### src/rtl/lcd_controller.sv
// HD44780-style character LCD sequencer: power-up wait, fixed 8-bit init, then
// single command/data byte writes with E setup/pulse/hold and execution waits.
module lcd_controller #(
    parameter int POWERUP_CYCLES    = 750000,
    parameter int SETUP_CYCLES      = 3,
    parameter int E_PULSE_CYCLES    = 12,
    parameter int HOLD_CYCLES       = 1,
    parameter int CMD_WAIT_CYCLES   = 2500,
    parameter int CLEAR_WAIT_CYCLES = 82000
) (
    input  logic       i_clk,
    input  logic       i_rst,
    // Handshake: a byte is taken on a rising edge where i_wr_valid & o_wr_ready;
    // o_wr_ready drops on that edge, and i_wr_valid while not ready is ignored.
    input  logic       i_wr_valid,
    input  logic       i_wr_rs,
    input  logic [7:0] i_wr_data,
    output logic       o_wr_ready,
    output logic       o_init_done,
    output logic       o_lcd_rs,
    output logic       o_lcd_rw,
    output logic       o_lcd_e,
    output logic [7:0] o_lcd_data,
    output logic [2:0] o_state
);
    localparam int M1      = (POWERUP_CYCLES > SETUP_CYCLES) ? POWERUP_CYCLES : SETUP_CYCLES;
    localparam int M2      = (M1 > E_PULSE_CYCLES) ? M1 : E_PULSE_CYCLES;
    localparam int M3      = (M2 > HOLD_CYCLES) ? M2 : HOLD_CYCLES;
    localparam int M4      = (M3 > CMD_WAIT_CYCLES) ? M3 : CMD_WAIT_CYCLES;
    localparam int MAX_CYC = (M4 > CLEAR_WAIT_CYCLES) ? M4 : CLEAR_WAIT_CYCLES;
    localparam int CNT_W   = $clog2(MAX_CYC + 1);
    localparam logic [2:0] INIT_LAST = 3'd5;

    typedef enum logic [2:0] {
        ST_POWERUP = 3'd0,
        ST_SETUP   = 3'd1,
        ST_PULSE   = 3'd2,
        ST_HOLD    = 3'd3,
        ST_WAIT    = 3'd4,
        ST_IDLE    = 3'd5
    } state_t;

    state_t             r_state;
    state_t             w_next_state;
    logic [CNT_W-1:0]   r_cnt;
    logic [CNT_W-1:0]   w_cnt_nxt;
    logic [CNT_W-1:0]   w_limit;
    logic [2:0]         r_idx;
    logic [2:0]         w_idx_nxt;
    logic               r_rs, w_rs_nxt;
    logic [7:0]         r_data, w_data_nxt;
    logic               r_e, w_e_nxt;
    logic               r_ready, w_ready_nxt;
    logic               r_done, w_done_nxt;
    logic               w_last;
    logic               w_is_clear;

    function automatic logic [7:0] init_rom(input logic [2:0] idx);
        case (idx)
            3'd0, 3'd1, 3'd2: init_rom = 8'h38;
            3'd3:             init_rom = 8'h0C;
            3'd4:             init_rom = 8'h01;
            default:          init_rom = 8'h06;
        endcase
    endfunction

    // Clear (01) and home (02/03) need the long execution wait.
    assign w_is_clear = !r_rs && (r_data == 8'h01 || r_data == 8'h02 || r_data == 8'h03);

    always_comb begin
        w_limit = '0;
        case (r_state)
            ST_POWERUP: w_limit = CNT_W'(POWERUP_CYCLES - 1);
            ST_SETUP:   w_limit = CNT_W'(SETUP_CYCLES - 1);
            ST_PULSE:   w_limit = CNT_W'(E_PULSE_CYCLES - 1);
            ST_HOLD:    w_limit = CNT_W'(HOLD_CYCLES - 1);
            ST_WAIT:    w_limit = w_is_clear ? CNT_W'(CLEAR_WAIT_CYCLES - 1)
                                             : CNT_W'(CMD_WAIT_CYCLES - 1);
            default:    w_limit = '0;
        endcase
    end

    assign w_last = (r_cnt == w_limit);

    always_ff @(posedge i_clk or posedge i_rst) begin
        if (i_rst) begin
            r_state <= ST_POWERUP;
            r_cnt   <= '0;
            r_idx   <= '0;
            r_rs    <= 1'b0;
            r_data  <= 8'h00;
            r_e     <= 1'b0;
            r_ready <= 1'b0;
            r_done  <= 1'b0;
        end else begin
            r_state <= w_next_state;
            r_cnt   <= w_cnt_nxt;
            r_idx   <= w_idx_nxt;
            r_rs    <= w_rs_nxt;
            r_data  <= w_data_nxt;
            r_e     <= w_e_nxt;
            r_ready <= w_ready_nxt;
            r_done  <= w_done_nxt;
        end
    end

    always_comb begin
        w_next_state = r_state;
        case (r_state)
            ST_POWERUP: if (w_last) w_next_state = ST_SETUP;
            ST_SETUP:   if (w_last) w_next_state = ST_PULSE;
            ST_PULSE:   if (w_last) w_next_state = ST_HOLD;
            ST_HOLD:    if (w_last) w_next_state = ST_WAIT;
            ST_WAIT:    if (w_last) w_next_state = (r_done || r_idx == INIT_LAST) ? ST_IDLE : ST_SETUP;
            ST_IDLE:    if (i_wr_valid && r_ready) w_next_state = ST_SETUP;
            default:    w_next_state = ST_POWERUP;
        endcase
    end

    // Next values of the registered outputs; every state entry restarts the counter.
    always_comb begin
        w_cnt_nxt   = (w_next_state != r_state || r_state == ST_IDLE) ? '0 : r_cnt + 1'b1;
        w_idx_nxt   = r_idx;
        w_rs_nxt    = r_rs;
        w_data_nxt  = r_data;
        if (r_state == ST_POWERUP && w_last) begin
            w_idx_nxt  = 3'd0;
            w_rs_nxt   = 1'b0;
            w_data_nxt = init_rom(3'd0);
        end else if (r_state == ST_WAIT && w_next_state == ST_SETUP) begin
            w_idx_nxt  = r_idx + 3'd1;
            w_rs_nxt   = 1'b0;
            w_data_nxt = init_rom(r_idx + 3'd1);
        end else if (r_state == ST_IDLE && w_next_state == ST_SETUP) begin
            w_rs_nxt   = i_wr_rs;
            w_data_nxt = i_wr_data;
        end
        w_e_nxt     = (w_next_state == ST_PULSE);
        w_ready_nxt = (w_next_state == ST_IDLE);
        w_done_nxt  = r_done || (w_next_state == ST_IDLE);
    end

    assign o_wr_ready  = r_ready;
    assign o_init_done = r_done;
    assign o_lcd_rs    = r_rs;
    assign o_lcd_rw    = 1'b0;
    assign o_lcd_e     = r_e;
    assign o_lcd_data  = r_data;
    assign o_state     = r_state;

endmodule

### config.mk
export PLATFORM = sky130hd
export DESIGN_NAME = lcd_controller
export DESIGN_NICKNAME = d
export VERILOG_FILES = /design/src/rtl/lcd_controller.sv
export SDC_FILE = /design/constraint.sdc
export NUM_CORES = 1
export LEC_CHECK = 0
export ABC_CLOCK_PERIOD_IN_PS = 2900
export CELL_PAD_IN_SITES_DETAIL_PLACEMENT = 0
export CELL_PAD_IN_SITES_GLOBAL_PLACEMENT = 1
export CORE_MARGIN = 1
export CORE_UTILIZATION = 35
export DETAILED_ROUTE_END_ITERATION = 12
export PLACE_DENSITY = 0.64
export RECOVER_POWER = 25
export SLEW_MARGIN = 10
export SYNTH_ARGS = -nofsm -noshare
export SYNTH_HDL_FRONTEND = slang
export SYNTH_SLANG_ARGS = --single-unit
### constraint.sdc
create_clock -name i_clk -period 2.9 [get_ports i_clk]
set_input_delay 0.87 -clock i_clk [delete_from_list [all_inputs] [get_ports i_clk]]
set_output_delay 0.87 -clock i_clk [all_outputs]
set_load 0.02 [all_outputs]
==> metrics.cfg <==
[final_layout]
finalInstanceArea_um2 = 2816
drive_gt1_share_pct = 10.65
antennaDiodeCount = 0
flow.area_growth_from_synthesis_pct = 17.92
nNetsFinal = 309

[floorplan]
die_w_um = 84.61
die_area_um2 = 7159
core_um2 = 6459
io_pins = 28
initial_core_util_pct = 36.98
rows = 29
die_height_um = 84.61

[sta]
finalHoldViolations = 0
fmax_ghz = 0.3813
tightest_slew_ps = 1007
drv_slew = 0
fin_setup_tns_ps = 0
period_share_pct = 90.44
period_minus_slack_ps = 2623
finClkSkew_ps = 2.915
finalSetupViolCount = 0
rsz0062_at_grt = no
holdWs_ps = 497.7
slew_headroom_pct = 32.83

[critical_path]
r2r_cells = 7
arrival_ps = 2800
endpoint = o_lcd_data[0]
timing.critical_path.from = o_lcd_data[7]
crit_required_ps = 3080
rrSetupSlack_ps = 280
reg2reg_from = o_lcd_data[7]
endpoint_kind = flip-flop
reg2reg_to = o_lcd_data[0]
criticalPathCategory = flip-flop to flip-flop
worstSetupStartpointType = flip-flop
path_max_fanout = 8

[drt]
ant_nets = 0
wl_per_cell_um = 15.51
viasPerCell = 5.326
route.vias.total = 1960
first_iter_violations = 99
routed_wl_um = 5706
dr.pass1.iters = 8
drcViolationCount = 3

[synth]
synth-simple-area-share_pct = 23.99
yosys_register_bits = 38
synth_fa_ha_area_share_pct = 3.667
synth_compound_area_share_pct = 15.98
synth_edf_count = 0
syn-instance-count = 264
synth_fp_nets = 283
seq_area_frac_synth_pct = 39.81
synth.area.mux_share_pct = 3.614
async_reset_ff_share_pct = 100.0
syn_area_per_cell_um2 = 9.048
synth.cell_area_um2 = 2389
ys.flop_type = dfrtp_1
synth-xor-area-share_pct = 7.334
synth_top_family_by_area = simple AND/OR/NAND/NOR gates
synth_warnings = 0
post_synth_num_cell_types = 57

[pwr]
ir_worst_vdd_uv = 124.8
p_leak_nw = 1.199
power_density_nw_per_um2 = 333.6

[worst_hold_path]
hold_path.class = flip-flop to flip-flop

[global_routing]
grt.busiest_layer = met2
grt_max_degree = 39
use_met2_pct = 25.65
first_global_vias = 1903
track_usage_pct = 17.27
grt_pass1_wl_um = 9660
use_met1_pct = 25.34
use_met3_pct = 3.638
antenna_found_initial = 0
grt-ovfl-total = 0

[place]
portBuffers = 26
place_area_um2 = 2728
hpwlAfterDp_um = 4156
place.gp.congestion = 0.8174

[clock_network]
cts.sinks = 38
htree_num_levels = 2
cts_setup_buffers = 0
clkLatencyLatePin_ps = 290
cts_tree = yes
ctsHoldBuffers = 0
cts.repair.resized = 0
cts_root_buf = clkbuf_8
cts.clk_slew.worst_paths_ps = 70
cts_buffer_depth = 2
cts_buffers = 5

[run_status]
status = finished with violations
failed_checks = DRC

[job]
max_cap_violations = 0

## per-layer routing
layer / part of all wire [%] / vias to the layer above
li1: - / 993
met1: 52 / 934
met2: 43 / 28
met3: 3.0 / 5
met4: 1.0 / 0
met5: 0 / -
## flip-flops by register name, indices dropped and copies added, names as in the netlist
| name | flops |
|---|---|
| r_idx | 3 |
| o_state | 3 |
| o_init_done | 1 |
| r_cnt | 20 |
| o_wr_ready | 1 |
| o_lcd_data | 8 |
| o_lcd_e | 1 |
| o_lcd_rs | 1 |
## report_power, final
group | switching (mW) | internal (mW)
logic | 0.0156 | 0.0145
registers | 0 | 0.529
clock network | 0.188 | 0.192
total | 0.204 | 0.736
## through the flow
| stage | worst slack, ps | utilization [%] | std cells | power, mW |
|---|---|---|---|---|
| after floorplan | 321.6 | - | 264 | 0.5523 |
| after global placement | 349.6 | 42.23 | 360 | 0.5718 |
| after detailed placement | 300.4 | 42.23 | 360 | 0.5716 |
| after CTS | 266.3 | 43.65 | 368 | 0.9580 |
| after global routing | 112.6 | 43.61 | 368 | 0.9779 |
| final | 277.2 | 43.61 | 368 | 0.9397 |
## synth_stat cells, types with 2 or more instances
cell       n  share of area, %
buf_6      2              0.94
nand3_1   12               2.5
o31ai_1    2              0.63
xnor2_1    6               2.2
o21ai_0   13               2.7
o21a_1     2              0.63
or3_1      2              0.52
dfrtp_1   38                40
inv_1     11               1.7
nor3_1     7               1.5
and3_1     6               1.6
nand2b_1   2              0.52
xor2_1    14               5.1
nor2_1    30               4.7
nand2_1   21               3.3
buf_2      5               1.0
or2_1      2              0.52
o22ai_1    4               1.0
o21ai_1    2              0.42
mux2i_1    3               1.3
o41ai_1    2              0.73
a21oi_1   14               2.9
a41oi_1    2              0.73
nor4_1     3              0.79
and2_1     3              0.79
mux2_4     3               1.9
ha_1       7               3.7
clkbuf_1   8               1.3
a31oi_1    2              0.52
nand4_1    9               2.4
## cells by family after synthesis
logic type	Yosys count
simple gates	107
xor+xnor	20
fa+ha+maj	7
compound gates	56
buf+inv	28
flops	38
mux	7
other cells	1
## worst max-delay path, cell delays in order, from the launching register on
cell and delay [ps]:
dfrtp_1 420, nor4_4 380, nand3_2 200, a211o_1 390, a221oi_4 410, nand3_4 160
and3_4 250, mux2_4 300
## layout make-up
cell class,count,area (µm²)
Fill cell,650,3642
Tap cell,77,96.34
Clock inverter,1,5.005
Timing Repair Buffer,35,325.3
Clock buffer,7,86.33
Inverter,12,45.04
Multi-Input combinational cell,198,1308
Sequential cell,38,950.9
## worst min path at each step
stage	startpoint	endpoint	cells after the start
floorplan	r_idx[0]	r_idx[0]	1
global placement	o_init_done	o_init_done	1
detailed placement	o_init_done	o_init_done	1
CTS	o_init_done	o_init_done	1
global route	o_init_done	o_init_done	1
finish	o_init_done	o_init_done	1
## cells in the final DEF (no fill, tap or decap), types with 4 or more instances in the layout
master,count
clkbuf_8,6
inv_1,11
nand4_1,9
xnor2_1,6
dfrtp_1,38
nor3_1,7
o21ai_0,13
clkdlybuf4s50_1,25
nor2_1,30
ha_1,7
nand2_1,21
a21oi_1,14
buf_4,8
and3_1,6
o22ai_1,4
xor2_1,14
nand3_1,12
Power figures use the tool's default switching activity.
